File: src/rtl/plateau_detector_if.sv
// ----------------------------------------------------------------------------
// plateau_detector_if : sample stream in, detection status out.
// Optional member det_count exists only when PLATEAU_DET_CNT_EN is defined.
// Rev 1.0
// ----------------------------------------------------------------------------
`default_nettype none

interface plateau_detector_if #(
  parameter int DATA_WIDTH = 32
);
  logic signed [DATA_WIDTH-1:0] corr_in;
  logic signed [DATA_WIDTH-1:0] power_in;
  logic                         data_in_valid;
  logic                         pkt_detect;
  logic                         pkt_active;
  logic [1:0]                   state_out;
`ifdef PLATEAU_DET_CNT_EN
  logic [15:0]                  det_count;

  modport master (
    output corr_in, power_in, data_in_valid,
    input  pkt_detect, pkt_active, state_out, det_count
  );
  modport slave (
    input  corr_in, power_in, data_in_valid,
    output pkt_detect, pkt_active, state_out, det_count
  );
`else
  modport master (
    output corr_in, power_in, data_in_valid,
    input  pkt_detect, pkt_active, state_out
  );
  modport slave (
    input  corr_in, power_in, data_in_valid,
    output pkt_detect, pkt_active, state_out
  );
`endif
endinterface

`default_nettype wire

File: src/rtl/plateau_detector.sv
// ----------------------------------------------------------------------------
// plateau_detector : declares a packet after PLATEAU_LEN consecutive samples
// whose correlation/power ratio clears THRESH_Q/16, then holds off.
// Optional macro PLATEAU_DET_CNT_EN adds a 16-bit detection counter.
// Rev 1.0
// ----------------------------------------------------------------------------
`default_nettype none

module plateau_detector #(
  parameter int DATA_WIDTH  = 32,
  parameter int THRESH_Q    = 12,
  parameter int PLATEAU_LEN = 16,
  parameter int HOLDOFF_LEN = 64,
  parameter int MIN_POWER   = 64
) (
  input  wire logic          clk_in,
  input  wire logic          rst_in,
  plateau_detector_if.slave  bus
);

  localparam int c_PW = DATA_WIDTH + 5;
  localparam logic signed [c_PW-1:0]       c_SIXTEEN   = c_PW'(16);
  localparam logic signed [c_PW-1:0]       c_THRESH    = c_PW'(THRESH_Q);
  localparam logic signed [DATA_WIDTH-1:0] c_MIN_POWER = DATA_WIDTH'(MIN_POWER);
  localparam logic [7:0]                   c_PLAT_LEN  = 8'(PLATEAU_LEN);
  localparam logic [15:0]                  c_HOLD_INIT = 16'(HOLDOFF_LEN - 1);

  typedef enum logic [1:0] {
    S_IDLE     = 2'd0,
    S_COUNT    = 2'd1,
    S_DETECTED = 2'd2,
    S_HOLDOFF  = 2'd3
  } state_t;

  state_t      r_state;
  logic [7:0]  r_run;
  logic [15:0] r_hold;
  logic        r_detect;
  logic        r_active;

  // Products are widened by 5 bits so neither side can overflow.
  logic signed [c_PW-1:0] w_corr_ext;
  logic signed [c_PW-1:0] w_power_ext;
  logic signed [c_PW-1:0] w_corr_scaled;
  logic signed [c_PW-1:0] w_power_scaled;
  logic                   w_hit;
  logic [7:0]             w_run_inc;

  assign w_corr_ext     = {{5{bus.corr_in[DATA_WIDTH-1]}}, bus.corr_in};
  assign w_power_ext    = {{5{bus.power_in[DATA_WIDTH-1]}}, bus.power_in};
  assign w_corr_scaled  = w_corr_ext * c_SIXTEEN;
  assign w_power_scaled = w_power_ext * c_THRESH;

  assign w_hit = bus.data_in_valid
              && !bus.corr_in[DATA_WIDTH-1] && (bus.corr_in != '0)
              && (bus.power_in >= c_MIN_POWER)
              && (w_corr_scaled >= w_power_scaled);

  assign w_run_inc = (r_run == 8'hFF) ? 8'hFF : r_run + 8'd1;

`ifdef PLATEAU_DET_CNT_EN
  logic [15:0] r_det_count;
  assign bus.det_count = r_det_count;
`endif

  always_ff @(posedge clk_in) begin
    if (rst_in) begin
      r_state  <= S_IDLE;
      r_run    <= 8'd0;
      r_hold   <= 16'd0;
      r_detect <= 1'b0;
      r_active <= 1'b0;
`ifdef PLATEAU_DET_CNT_EN
      r_det_count <= 16'd0;
`endif
    end else begin
      r_detect <= 1'b0;
      if (bus.data_in_valid) begin
        case (r_state)
          S_IDLE: begin
            if (w_hit) begin
              r_run <= 8'd1;
              if (c_PLAT_LEN == 8'd1) begin
                r_state  <= S_DETECTED;
                r_active <= 1'b1;
                r_detect <= 1'b1;
`ifdef PLATEAU_DET_CNT_EN
                r_det_count <= r_det_count + 16'd1;
`endif
              end else begin
                r_state <= S_COUNT;
              end
            end
          end
          S_COUNT: begin
            if (w_hit) begin
              r_run <= w_run_inc;
              if (w_run_inc == c_PLAT_LEN) begin
                r_state  <= S_DETECTED;
                r_active <= 1'b1;
                r_detect <= 1'b1;
`ifdef PLATEAU_DET_CNT_EN
                r_det_count <= r_det_count + 16'd1;
`endif
              end
            end else begin
              r_state <= S_IDLE;
              r_run   <= 8'd0;
            end
          end
          S_DETECTED: begin
            if (!w_hit) begin
              r_state  <= S_HOLDOFF;
              r_active <= 1'b0;
              r_hold   <= c_HOLD_INIT;
            end
          end
          S_HOLDOFF: begin
            // Samples here are consumed unconditionally, never treated as hits.
            if (r_hold == 16'd0) begin
              r_state <= S_IDLE;
              r_run   <= 8'd0;
            end else begin
              r_hold <= r_hold - 16'd1;
            end
          end
          default: begin
            r_state  <= S_IDLE;
            r_active <= 1'b0;
          end
        endcase
      end
    end
  end

  assign bus.pkt_detect = r_detect;
  assign bus.pkt_active = r_active;
  assign bus.state_out  = r_state;

endmodule

`default_nettype wire

File: src/flat_wrapper.sv
// flat-port wrapper written by rule: the top's interface ports become plain ports
module plateau_detector_flat 
#(
  parameter int DATA_WIDTH  = 32,
  parameter int THRESH_Q    = 12,
  parameter int PLATEAU_LEN = 16,
  parameter int HOLDOFF_LEN = 64,
  parameter int MIN_POWER   = 64
)
  (clk_in, rst_in, bus_corr_in, bus_power_in, bus_data_in_valid, bus_pkt_detect, bus_pkt_active, bus_state_out);
  plateau_detector_if #(.DATA_WIDTH(DATA_WIDTH)) bus_i ();
  input  wire logic clk_in;
  input  wire logic rst_in;
  input wire logic [$bits(bus_i.corr_in)-1:0] bus_corr_in;
  input wire logic [$bits(bus_i.power_in)-1:0] bus_power_in;
  input wire logic [$bits(bus_i.data_in_valid)-1:0] bus_data_in_valid;
  output wire logic [$bits(bus_i.pkt_detect)-1:0] bus_pkt_detect;
  output wire logic [$bits(bus_i.pkt_active)-1:0] bus_pkt_active;
  output wire logic [$bits(bus_i.state_out)-1:0] bus_state_out;
  assign bus_i.corr_in = bus_corr_in;
  assign bus_i.power_in = bus_power_in;
  assign bus_i.data_in_valid = bus_data_in_valid;
  assign bus_pkt_detect = bus_i.pkt_detect;
  assign bus_pkt_active = bus_i.pkt_active;
  assign bus_state_out = bus_i.state_out;
  plateau_detector #(.DATA_WIDTH(DATA_WIDTH), .THRESH_Q(THRESH_Q), .PLATEAU_LEN(PLATEAU_LEN), .HOLDOFF_LEN(HOLDOFF_LEN), .MIN_POWER(MIN_POWER)) u_core (.clk_in(clk_in), .rst_in(rst_in), .bus(bus_i));
endmodule
File: config.mk
export PLATFORM = sky130hd
export DESIGN_NAME = plateau_detector_flat
export DESIGN_NICKNAME = d
export VERILOG_FILES = /design/src/rtl/plateau_detector_if.sv /design/src/rtl/plateau_detector.sv /design/src/flat_wrapper.sv
export SDC_FILE = /design/constraint.sdc
export NUM_CORES = 1
export LEC_CHECK = 0
export BUFFER_PORTS_ARGS = -buffer_cell sky130_fd_sc_hd__clkbuf_2
export CORE_MARGIN = 2
export CORE_UTILIZATION = 30
export CTS_BUF_LIST = sky130_fd_sc_hd__clkbuf_8
export CTS_CLUSTER_DIAMETER = 200
export DETAILED_ROUTE_END_ITERATION = 8
export SYNTH_ARGS = -nofsm -noshare
export SYNTH_HDL_FRONTEND = slang
export SYNTH_SLANG_ARGS = --single-unit
File: constraint.sdc
create_clock -name clk_in -period 7.62 [get_ports clk_in]
set_clock_uncertainty 0.05 [all_clocks]
set_input_delay 1.524 -clock clk_in [delete_from_list [all_inputs] [get_ports clk_in]]
set_output_delay 1.524 -clock clk_in [all_outputs]
set_load 0.1 [all_outputs]
== Yosys cells after proc, flatten, opt, wreduce, memory -nomap -nowiden ==
Index checks and enable logic that the tools add are counted.

* Add/sub/neg operators: 2
* Multiply operators: 1
* Div/mod/pow operators: 0
* Magnitude comparators: 2
* Equality and inequality tests: 12
* Shift operators: 0
* Muxes and demuxes: 19
* Bitwise operators: 3
* Reduce and logical (&&, ||, !) cells: 16

{| class="wikitable"
|+ Operators with widths
! cell !! count
|-
| $ge A36 B37 Y1 || 1
|-
| $mul A32 B3 Y35 const B || 1
|-
| $ge A32 B8 Y1 const B || 1
|-
| $mux W16 || 2
|-
| $mux W8 || 4
|-
| $pmux W16 S2 || 1
|-
| $reduce_bool A32 Y1 || 1
|-
| $pmux W8 S3 || 1
|-
| $logic_not A16 Y1 || 1
|-
| $sub A16 B1 Y16 const B || 1
|-
| $mux W2 || 5
|-
| $reduce_and A5 Y1 || 2
|-
| $add A8 B1 Y8 const B || 1
|-
| $eq A8 B5 Y1 const B || 1
|-
| $eq A8 B8 Y1 const B || 1
|-
| $ne A2 B1 Y1 const B || 4
|-
| $pmux W2 S4 || 1
|-
| $reduce_and A4 Y1 || 2
|-
| $eq A2 B2 Y1 const B || 2
|-
| $logic_and A1 B1 Y1 || 4
|-
| $mux W1 || 4
|-
| $ne A2 B2 Y1 const B || 2
|-
| $reduce_bool A2 Y1 || 2
|-
| $reduce_or A4 Y1 || 1
|-
| 7 further kinds || 9
|}

* Bits in registers: 28
* Bits in latches: 0
* Bits in writable memories: 0
* Bits in read-only memories: 0
* Memories: 0

== Depth between registers and ports, before layout ==
Gate-level depths: netlist of the first run.

* Depth in word-level cells: 7
* Gate-level depth with buffers: 22
* Gate-level depth less buffers: 20

== Least setup slack after synthesis of the first run ==
OpenSTA, ideal clock, no wires.

* Path kind: input-to-reg
* Start point: input port bus_power_in[1]
* End point: register u_core.r_hold[2]
* Data arrival time: 6.269 ns
* Setup slack: 1.227 ns
* Stages on the path: 21
* Cell sequence: ha_1 ha_1 fa_1 a21oi_1 o21ai_0 o41ai_1 a21o_1 a211o_1 nand4_1 a31oi_1 xnor2_1 ha_1 nand4_1 or2_1 or3_1 a41o_1 a21oi_4 o41ai_4 buf_6 or4_1 a31oi_1

* Word-level cells in the longest chain between the ends: 5
* Elaborated cells between the ends (all ways): 7

{| class="wikitable"
|+ RTL lines
! what !! line !! source
|-
| from (decl) || flat_wrapper.sv:15 || <nowiki>input wire logic [$bits(bus_i.power_in)-1:0] bus_power_in;</nowiki>
|-
| $mul A32 B3 Y35 or $ge A32 B8 Y1 (tied branches) || plateau_detector.sv:52, plateau_detector.sv:56 ||
|-
| $ge A36 B37 Y1 or $logic_and A1 B1 Y1 (tied branches) || plateau_detector.sv:57, plateau_detector.sv:56 ||
|-
| $logic_and A1 B1 Y1 (*) || plateau_detector.sv:57 || <nowiki>&& (w_corr_scaled >= w_power_scaled);</nowiki>
|-
| $ne A2 B2 Y1 (no line) (*) || - ||
|-
| $reduce_and A4 Y1 (no line) (*) || - ||
|-
| to (signal assigned) || plateau_detector.sv:115 || <nowiki>r_hold <= c_HOLD_INIT;</nowiki>
|-
| to (signal assigned) || plateau_detector.sv:124 || <nowiki>r_hold <= r_hold - 16'd1;</nowiki>
|-
| to (decl) || plateau_detector.sv:37 || <nowiki>logic [15:0] r_hold;</nowiki>
|}

Every way passes the cells marked *; elsewhere a longest branch is shown, timed or not.
A chain may end at the register's enable or synchronous reset.

== Worst setup path in the final report of the first run ==
* Start point: input port bus_power_in[1]
* End point: register u_core.r_hold[6]

The elaborated chain is that of the path after synthesis.

==> results.sh, run 1 <==
export IMPL_status="complete, no violations"
export IMPL_cts_root_buf="clkbuf_8"
export IMPL_synth_cell_types=70
export IMPL_syn_inst=630
export IMPL_power_frac_seq_pct=25.0
export IMPL_maxCapViolations=0
export IMPL_core_um2=15900
export IMPL_leakage_nw=2.59
export IMPL_cts_hold_buf=0
export IMPL_timing_fmax_mhz=145
export IMPL_whs_ns=0.396
export IMPL_grt_max_degree=26
export IMPL_finalHoldViolCount=0
export IMPL_yosysTopAreaCellShare_pct=30.0
export IMPL_internal_power_mw=0.336
export IMPL_setup_violations_final=0
export IMPL_path_class="primary input to flip-flop"
export IMPL_fin_setup_tns_ns=0
export IMPL_die_area_um2=17300
export IMPL_start_kind="primary input"
export IMPL_dr_pass1_iters=4
export IMPL_relSlewSlack_pct=46.3
export IMPL_dieWidth_um=131
export IMPL_gr_total_overflow=0
export IMPL_ctsResizeCount=0
export IMPL_ios=71
export IMPL_drv_slew=0
export IMPL_synth_edf_count=0
export IMPL_cts_setup_buffers=0
export IMPL_cp_max_fo=25
export IMPL_nNetsFinal=877
export IMPL_min_period_ns=6.90
export IMPL_crit_path_cell_trace="clkbuf_2 -> ha_1 -> ha_1 -> fa_1 -> a21oi_1 -> o21ai_0 -> o41ai_1 -> a21o_1 -> a211o_1 -> nand4_1 -> a31oi_1 -> xnor2_1 -> ha_1 -> nand4_1 -> nor4_1 -> nand3b_1 -> o221a_2 -> a21oi_4 -> o41ai_4 -> buf_4 -> or4_1 -> a21boi_1"
export IMPL_seq_area_frac_synth_pct=11.5
export IMPL_crit_family="compound AO/OA/AOI/OAI gates"
export IMPL_async_reset_ff_share_pct=0
export IMPL_h_tree_depth=1
export IMPL_rows=46
export IMPL_drc=0
export IMPL_grt_pass1_wl_um=21300
export IMPL_clkSlewWorstSetupHoldPaths_ns=0.09
export IMPL_synth_common_cells="117 x ha_1, 62 x a21oi_1, 60 x inv_1"
export IMPL_period_share_pct=90.5
export IMPL_dp_hpwl_um=10700
export IMPL_switching_share_pct=43.6
export IMPL_yosys_area_top_type="ha_1"
export IMPL_antenna_found_initial=0
export IMPL_worstPathArrival_ns=7.05
export IMPL_vias=4773
export IMPL_diodes=0
export IMPL_rsz0062_at_grt="no"
export IMPL_yosysWarningCount=0
export IMPL_path_buf_inv=2
export IMPL_yosys_register_bits=28
export IMPL_peakVddDrop_v=0.0000437
export IMPL_yosysMostFrequentCell="ha_1"
export IMPL_clkLatencyLatePin_ns=0.28
export IMPL_drive_gt1_share_pct=12.9
export IMPL_worstMarginPinSlew_ns=0.804
export IMPL_cts_tree="yes"
export IMPL_combPwrFrac_pct=61.4
export IMPL_max_stage_delay_ns=0.48
export IMPL_crit_required_ns=7.78
export IMPL_area_growth_pct=12.6
export IMPL_p_clk_share_pct=13.6
export IMPL_crit_path_frequent_cell="ha_1"
export IMPL_portBuffers=70
export IMPL_routed_wirelength_um=12700
export IMPL_vias_per_cell=5.27
export IMPL_wl_per_cell_um=14.0
export IMPL_clkSinkCount=28
export IMPL_syn_nets=815
export IMPL_die_h_um=131
export IMPL_grt_pass1_vias=4434
export IMPL_hold_path_class="flip-flop to flip-flop"
export IMPL_startpoint="bus_power_in[1]"
export IMPL_rr_startpoint="u_core.r_hold[4]"
export IMPL_drt_initial_drc_count=276
export IMPL_ys_top_cells_by_area="ha_1 30%, dfxtp_1 11%, a21oi_1 6.4%"
export IMPL_hp_start="u_core.bus.pkt_active"
export IMPL_cts_buffers_inserted=3
export IMPL_start_util_pct=30.7
export IMPL_cellPowerDensity_nw_per_um2=109
export IMPL_fillers=1707
export IMPL_power_switching_mw=0.260
export IMPL_syn_area_um2=4880
export IMPL_avgSynthCellArea_um2=7.74
export IMPL_cts_max_path_buffers=2
export IMPL_synth_top_flop_cell="dfxtp_1"
export IMPL_cp_slowest_cell="or4_1"
export IMPL_gp_congestion=0.878
export IMPL_gr_usage_all_layers_pct=14.4
export IMPL_end_kind="flip-flop"
export IMPL_ant_nets=0
[stage by stage]
stage,setup slack (ns),util (%),instances,cell area (µm²),power (mW)
after floorplan,1.23,-,630,4880,0.420
after global placement,0.562,34.3,903,5450,0.516
after detailed placement,0.454,34.3,903,5450,0.516
after CTS,0.745,34.6,906,5490,0.601
after global routing,0.267,34.6,906,5490,0.657
final,0.723,34.6,906,5490,0.597
[state kept, by name (all words and copies together), names as in the netlist, named ones only]
| name | cells |
|---|---|
| u_core.bus.pkt_detect | 1 |
| u_core.bus.state_out | 1 |
| u_core.r_run | 8 |
| u_core.r_hold | 16 |
| u_core.bus.pkt_active | 1 |
[power by group through the flow]
| stage | clock [mW] | sequential [mW] | combinational [mW] |
|---|---|---|---|
| floorplan | 0 | 0.153 | 0.267 |
| finish | 0.0813 | 0.149 | 0.366 |
| CTS | 0.0857 | 0.149 | 0.366 |
| global route | 0.0891 | 0.150 | 0.418 |
| detailed placement | 0 | 0.153 | 0.363 |
| global placement | 0 | 0.153 | 0.363 |
[worst reg2reg max path, stage by stage (launching register included)]
cell and delay (ns):
dfxtp_1 0.37, or4_1 0.60, nor4_2 0.28, nand3_1 0.20, nor3_1 0.50, nand2_1 0.22, o41ai_4 0.10, buf_4 0.30
o311ai_0 0.16, o41ai_1 0.11
[kinds of logic after synthesis]
| logic type | after synthesis | share of synthesized area, % |
|---|---|---|
| xor+xnor | 28 | 5.03 |
| flops | 28 | 11.5 |
| buf+inv | 78 | 6.36 |
| fa+ha+maj | 118 | 30.4 |
| mux | 1 | 0.205 |
| simple gates | 194 | 21.3 |
| compound gates | 183 | 25.2 |
[area by class of cell]
| type | count | area (µm²) | share of cell area [%] |
|---|---|---|---|
| multi-input combinational | 524 | 4010 | 73.0 |
| clock buffer | 3 | 41.3 | 0.752 |
| tap | 216 | 270 | 4.92 |
| timing repair buffer | 74 | 380 | 6.93 |
| inverter | 61 | 229 | 4.17 |
| sequential | 28 | 561 | 10.2 |
[layout by cell type (no fill, tap or decap), drive strengths merged, types with 2 or more instances in the layout]
| master | synthesis | layout |
|---|---|---|
| clkbuf | 12 | 73 |
| o221ai | 2 | 2 |
| nand2 | 40 | 40 |
| nor2b | 2 | 2 |
| xnor2 | 18 | 18 |
| o21ai | 28 | 28 |
| o21a | 4 | 4 |
| ha | 117 | 117 |
| dfxtp | 28 | 28 |
| nor3b | 3 | 3 |
| or2 | 5 | 5 |
| o21bai | 2 | 2 |
| a31oi | 6 | 6 |
| or4 | 11 | 11 |
| o2111ai | 2 | 2 |
| inv | 60 | 60 |
| a21o | 13 | 13 |
| nand4 | 28 | 28 |
| a21oi | 63 | 63 |
| nor4 | 14 | 14 |
| a21boi | 11 | 11 |
| nand2b | 8 | 8 |
| nand3 | 19 | 19 |
| buf | 5 | 4 |
| nor3 | 11 | 11 |
| a41oi | 4 | 4 |
| a211oi | 10 | 10 |
| nor2 | 30 | 30 |
| o211ai | 2 | 2 |
| xor2 | 10 | 10 |
| or3 | 12 | 12 |
| a2111oi | 2 | 2 |
| o31ai | 14 | 14 |
| and2 | 2 | 2 |
| and3 | 5 | 5 |
| o41ai | 4 | 4 |
[per-layer routing]
metal  global-route usage [%]  vias up  part of all wire, %
met5                        0        -                    0
met4                     1.81        0                 0.98
met3                     1.66        8                  4.8
met2                     23.7       97                   44
met1                     20.6     2176                   50
li1                         -     2492                    -
[path summary, 6_finish.rpt]
path,endpoint,slack [ns],cells after the start
max,u_core.r_hold[6],0.72,22
min,u_core.bus.pkt_active,0.40,2
max reg2reg,u_core.r_hold[14],4.63,9
min reg2reg,u_core.bus.pkt_active,0.40,2
Power figures use the tool's default switching activity.
==> run 2: changes to the inputs <==
- clock period: 7.62 -> 6.5 ns (I/O delays scaled with it)
==> run 2 against run 1 <==
Compared with the run above:
- routed wire length is 3.7% higher
- worst setup slack worse by 0.47 ns
- clock power up 71%
- via count increased by 3.1%
- clock-buffer cell count unchanged
- utilization rose by 2.3 points
- sequential power up 17%
- die area unchanged
- non-clock buffer count grew 30
- register-to-register slack lost 1.1 ns
- global-route usage up 0.32 points
- final area is 6.8% higher
==> results.sh, run 2 (synthesized netlist as in run 1, its figures left out) <==
export IMPL_cts_root_buf="clkbuf_8"
export IMPL_largest_register="u_core.r_hold"
export IMPL_gp_congestion=0.886
export IMPL_area_growth_pct=20.2
export IMPL_final_cell_mix="117 x ha_1, 70 x clkbuf_2, 61 x a21oi_1, 60 x inv_1, 40 x nand2_1"
export IMPL_grt_pass1_wl_um=21900
export IMPL_largest_register_ffs=16
export IMPL_setup_violations_final=0
export IMPL_dp_cells=929
export IMPL_nNetsFinal=907
export IMPL_maxCapViolations=0
export IMPL_status="complete, no violations"
export IMPL_fin_setup_tns_ns=0
export IMPL_cp_max_fo=6
export IMPL_cellPowerDensity_nw_per_um2=135
export IMPL_whs_ns=0.407
export IMPL_fillers=1706
export IMPL_vias=4921
export IMPL_crit_path_frequent_cell="buf_4"
export IMPL_timing_fmax_mhz=160
export IMPL_leakage_nw=2.77
export IMPL_h_tree_depth=1
export IMPL_crit_required_ns=6.65
export IMPL_peakVddDrop_v=0.0000553
export IMPL_die_area_um2=17300
export IMPL_vias_per_cell=5.25
export IMPL_cts_buffers_inserted=3
export IMPL_start_util_pct=30.7
export IMPL_drive_gt1_share_pct=18.0
export IMPL_final_cells=937
export IMPL_path_buf_inv=5
export IMPL_dp_hpwl_um=10800
export IMPL_drc=0
export IMPL_diodes=0
export IMPL_dieWidth_um=131
export IMPL_hold_path_class="flip-flop to flip-flop"
export IMPL_clkSlewWorstSetupHoldPaths_ns=0.10
export IMPL_cts_max_path_buffers=2
export IMPL_wl_per_cell_um=14.1
export IMPL_core_um2=15900
export IMPL_min_period_ns=6.25
export IMPL_gr_total_overflow=0
export IMPL_rows=46
export IMPL_ant_nets=0
export IMPL_finalHoldViolCount=0
export IMPL_clkLatencyLatePin_ns=0.28
export IMPL_worstMarginPinSlew_ns=0.806
export IMPL_relSlewSlack_pct=46.2
export IMPL_dr_pass1_iters=5
export IMPL_layout_commonest_cell="ha_1"
export IMPL_drt_initial_drc_count=333
export IMPL_ios=71
export IMPL_portBuffers=70
export IMPL_reg_top3="u_core.r_hold x16, u_core.r_run x8"
export IMPL_cp_slowest_cell="or3_1"
export IMPL_reg2reg_setup_slack_ns=3.56
export IMPL_grt_max_degree=26
export IMPL_antenna_found_initial=0
export IMPL_drv_slew=0
export IMPL_period_share_pct=96.2
export IMPL_path_class="primary input to flip-flop"
export IMPL_regArea_um2=561
export IMPL_routed_wirelength_um=13200
export IMPL_grt_pass1_vias=4649
export IMPL_pre_cts_ws_ns=-0.338
export IMPL_multiInputGateArea_um2=4090
export IMPL_clkSinkCount=28
export IMPL_gr_usage_all_layers_pct=14.7
export IMPL_end_kind="flip-flop"
export IMPL_start_kind="primary input"
export IMPL_timing_final_ws_setup_ns=0.248
export IMPL_die_h_um=131
export IMPL_cts_tree="yes"
export IMPL_crit_family="compound AO/OA/AOI/OAI gates"
export IMPL_finalPower_mw=0.791
export IMPL_max_stage_delay_ns=0.42
export IMPL_worstPathArrival_ns=6.40
run 2: changes by cell type in the layout (fill, tap and decap cells not counted), sizes merged:
cell    delta
buf       +30
bufinv     +1
run 2: final cells by class:
| cell class | count | share of cell area [%] |
|---|---|---|
| Clock buffer | 3 | 0.704 |
| Clock inverter | 1 | 0.512 |
| Inverter | 61 | 3.91 |
| Multi-Input combinational cell | 524 | 69.8 |
| Sequential cell | 28 | 9.56 |
| Tap cell | 216 | 4.61 |
| Timing Repair Buffer | 104 | 10.9 |
run 2: worst register-to-register path: cells and delay by family, from the launching register on:
kind            cells  cell delay [ns]
simple gates        4             1.51
compound gates      4             0.60
flops               1             0.38
buf+inv             2             0.32
run 2: per-stage QoR:
step / cell area [µm²] / util, %
floorplan: 4880 / -
global placement: 5680 / 35.8
detailed placement: 5680 / 35.8
CTS: 5770 / 36.3
global route: 5860 / 36.9
finish: 5860 / 36.9
run 2: final timing paths:
check / start / end / cells past startpoint
setup / recovery: bus_power_in[1] / u_core.r_run[2] / 25
hold / removal: u_core.bus.pkt_active / u_core.bus.pkt_active / 2
setup reg to reg: u_core.r_hold[4] / u_core.r_run[2] / 10
hold reg to reg: u_core.bus.pkt_active / u_core.bus.pkt_active / 2
run 2: routing by layer:
layer,global-route usage [%],up-vias,routed length [µm]
li1,-,2547,-
met4,2.29,0,172
met1,20.6,2239,6660
met2,24.7,123,5850
met3,1.47,12,511
met5,0,-,0
run 2: where the power goes:
part           switching [mW]  internal (mW)
Clock                  0.0569         0.0826
Sequential            0.00302          0.172
Combinational           0.267          0.209
Total                   0.327          0.464
run 2: repair_timing:
item | in CTS | in global routing
gates resized for setup | 2 | 13
cloned | 0 | 1
buffers inserted | 0 | 3
setup endpoints to repair | 2 | 26
hold buffers | 0 | 0
pin swaps | 0 | 7
==> run 3: changes to the inputs <==
- ABC_AREA: default -> 1
==> run 3 against run 2 <==
Compared with the run above:
- synthesized cell count increased by 24%
- critical path depth increased by 7
- die area increased by 4.4%
- first-iteration DRC count decreased by 11%
- critical path type unchanged
- routed wire length decreased by 1.2%
- register-to-register slack improved by 0.78 ns
- largest power group unchanged
- synthesized area increased by 4.5%
- worst hold slack got worse by 0.0015 ns
==> results.sh, run 3 <==
export IMPL_status="complete, no violations"
export IMPL_cts_setup_buffers=0
export IMPL_wl_per_cell_um=12.2
export IMPL_die_h_um=134
export IMPL_largest_register="u_core.r_hold"
export IMPL_reg_top3="u_core.r_hold x16, u_core.r_run x8"
export IMPL_synth_edf_count=0
export IMPL_vias=5101
export IMPL_start_util_pct=30.7
export IMPL_setup_violations_final=0
export IMPL_leakage_nw=2.96
export IMPL_worstPathArrival_ns=5.80
export IMPL_vias_per_cell=4.77
export IMPL_layout_commonest_cell="nand2_1"
export IMPL_drv_slew=0
export IMPL_clkSlewWorstSetupHoldPaths_ns=0.11
export IMPL_antenna_found_initial=1
export IMPL_peakVddDrop_v=0.000103
export IMPL_diodes=0
export IMPL_final_cells=1069
export IMPL_finalHoldViolCount=0
export IMPL_cp_slowest_cell="fa_1"
export IMPL_hold_path_class="flip-flop to flip-flop"
export IMPL_area_growth_pct=12.8
export IMPL_min_period_ns=5.70
export IMPL_dp_hpwl_um=11300
export IMPL_h_tree_depth=1
export IMPL_async_reset_ff_share_pct=0
export IMPL_holdPathStages=2
export IMPL_portBuffers=70
export IMPL_yosys_register_bits=28
export IMPL_yosysWarningCount=0
export IMPL_syn_inst=781
export IMPL_timing_fmax_mhz=176
export IMPL_nNetsFinal=1035
export IMPL_drive_gt1_share_pct=10.8
export IMPL_fin_setup_tns_ns=0
export IMPL_synth_top_flop_cell="dfxtp_1"
export IMPL_ant_nets=0
export IMPL_maxCapViolations=0
export IMPL_synth_common_cells="182 x nand2_1, 117 x ha_1, 102 x inv_1"
export IMPL_cts_hold_buf=0
export IMPL_crit_required_ns=6.61
export IMPL_synth_cell_types=41
export IMPL_worstMarginPinSlew_ns=0.563
export IMPL_dr_pass1_iters=4
export IMPL_grt_max_degree=24
export IMPL_cellPowerDensity_nw_per_um2=137
export IMPL_multiInputGateArea_um2=4100
export IMPL_rsz0062_at_grt="no"
export IMPL_regArea_um2=561
export IMPL_ctsResizeCount=0
export IMPL_max_stage_delay_ns=0.41
export IMPL_clkSinkCount=28
export IMPL_cts_buffers_inserted=3
export IMPL_yosysMostFrequentCell="nand2_1"
export IMPL_gp_congestion=0.888
export IMPL_clkLatencyLatePin_ns=0.29
export IMPL_seq_area_frac_synth_pct=11.0
export IMPL_fillers=1879
export IMPL_ys_top_cells_by_area="ha_1 29%, nand2_1 13%, dfxtp_1 11%"
export IMPL_final_cell_mix="182 x nand2_1, 117 x ha_1, 102 x inv_1, 81 x nor2_1, 76 x a21oi_1"
export IMPL_die_area_um2=18000
export IMPL_path_class="primary input to flip-flop"
export IMPL_routed_wirelength_um=13000
export IMPL_period_share_pct=87.6
export IMPL_syn_area_um2=5090
export IMPL_end_kind="flip-flop"
export IMPL_relSlewSlack_pct=62.6
export IMPL_cts_root_buf="clkbuf_8"
export IMPL_gr_total_overflow=0
export IMPL_final_cell_area_um2=5750
export IMPL_dieWidth_um=134
export IMPL_core_um2=16600
export IMPL_crit_path_frequent_cell="nand2_1"
export IMPL_drc=0
export IMPL_yosysTopAreaCellShare_pct=28.7
export IMPL_place_area_um2=5680
export IMPL_cts_tree="yes"
export IMPL_avgSynthCellArea_um2=6.52
export IMPL_grt_pass1_wl_um=21800
export IMPL_dp_cells=1065
export IMPL_worstRegToRegCells=13
export IMPL_gr_usage_all_layers_pct=14.4
export IMPL_syn_nets=966
export IMPL_cp_max_fo=20
export IMPL_largest_register_ffs=16
export IMPL_grt_pass1_vias=4741
export IMPL_drt_initial_drc_count=297
export IMPL_start_kind="primary input"
export IMPL_yosys_area_top_type="ha_1"
export IMPL_rows=47
export IMPL_ios=71
export IMPL_cts_max_path_buffers=2
==> run 3: cell count changes after synthesis, moves of 11 or more <==
| cell | before | now |
|---|---|---|
| o31ai_1 | 14 | 1 |
| inv_1 | 60 | 102 |
| or3_1 | 12 | 0 |
| nand3_1 | 19 | 39 |
| nand2_1 | 40 | 182 |
| or4_1 | 11 | 0 |
| nor2_1 | 30 | 81 |
| a21oi_1 | 62 | 76 |
==> run 3: critical path, delay by kind of cell <==
| family | cells | cell delay, ns |
|---|---|---|
| buffers and inverters | 2 | 0.31 |
| AOI/OAI and AO/OA | 5 | 0.92 |
| adders and majority gates | 4 | 1.21 |
| xor gates and xnor gates | 1 | 0.20 |
| and+or+nand+nor | 20 | 1.85 |
==> run 3: cell type report <==
cell class                 count  area share (%)
clock buffer                   3           0.718
sequential                    28            9.75
clock inverter                 1           0.523
tap                          220            4.79
inverter                     103            6.73
multi-input combinational    644            71.4
timing repair buffer          70            6.10
==> run 3: power breakdown <==
group | internal (mW) | switching [mW]
clock | 0.0826 | 0.0588
combinational | 0.184 | 0.287
sequential | 0.172 | 0.00149
total | 0.439 | 0.347
==> run 3: metrics by stage <==
step	setup WS (ns)	hold WS, ns	utilization [%]	power, mW
final	0.805	0.406	34.7	0.787
after detailed placement	0.521	0.394	34.2	0.645
after global placement	0.648	0.393	34.2	0.643
after floorplan	1.35	0.395	-	0.520
after global routing	0.301	0.436	34.7	0.864
after CTS	0.815	0.411	34.7	0.792
==> run 3: worst paths after layout <==
kind	end	startpoint	slack, ns
worst max-delay path	u_core.r_hold[12]	bus_power_in[1]	0.80
worst min-delay path	u_core.bus.pkt_active	u_core.bus.pkt_active	0.41
worst max register to register	flip-flop	u_core.r_run[0]	4.34
worst min register to register	u_core.bus.pkt_active	u_core.bus.pkt_active	0.41
==> run 3: logic make-up (layout without fill, tap and decap cells) <==
kind of cell	after synthesis	count (layout)	share of synthesized area [%]
compound gates	124	124	13.8
xor+xnor	39	39	6.70
fa+ha+maj	118	118	29.1
buf+inv	109	177	8.47
flops	28	28	11.0
simple gates	363	363	30.9
==> run 3: metal layers <==
metal,vias to the layer above,GRT usage (%),part of all wire [%]
li1,2751,-,-
met1,2247,20.3,51
met2,85,23.6,43
met3,16,1.63,3.9
met4,2,3.16,2.0
met5,-,0,0.10
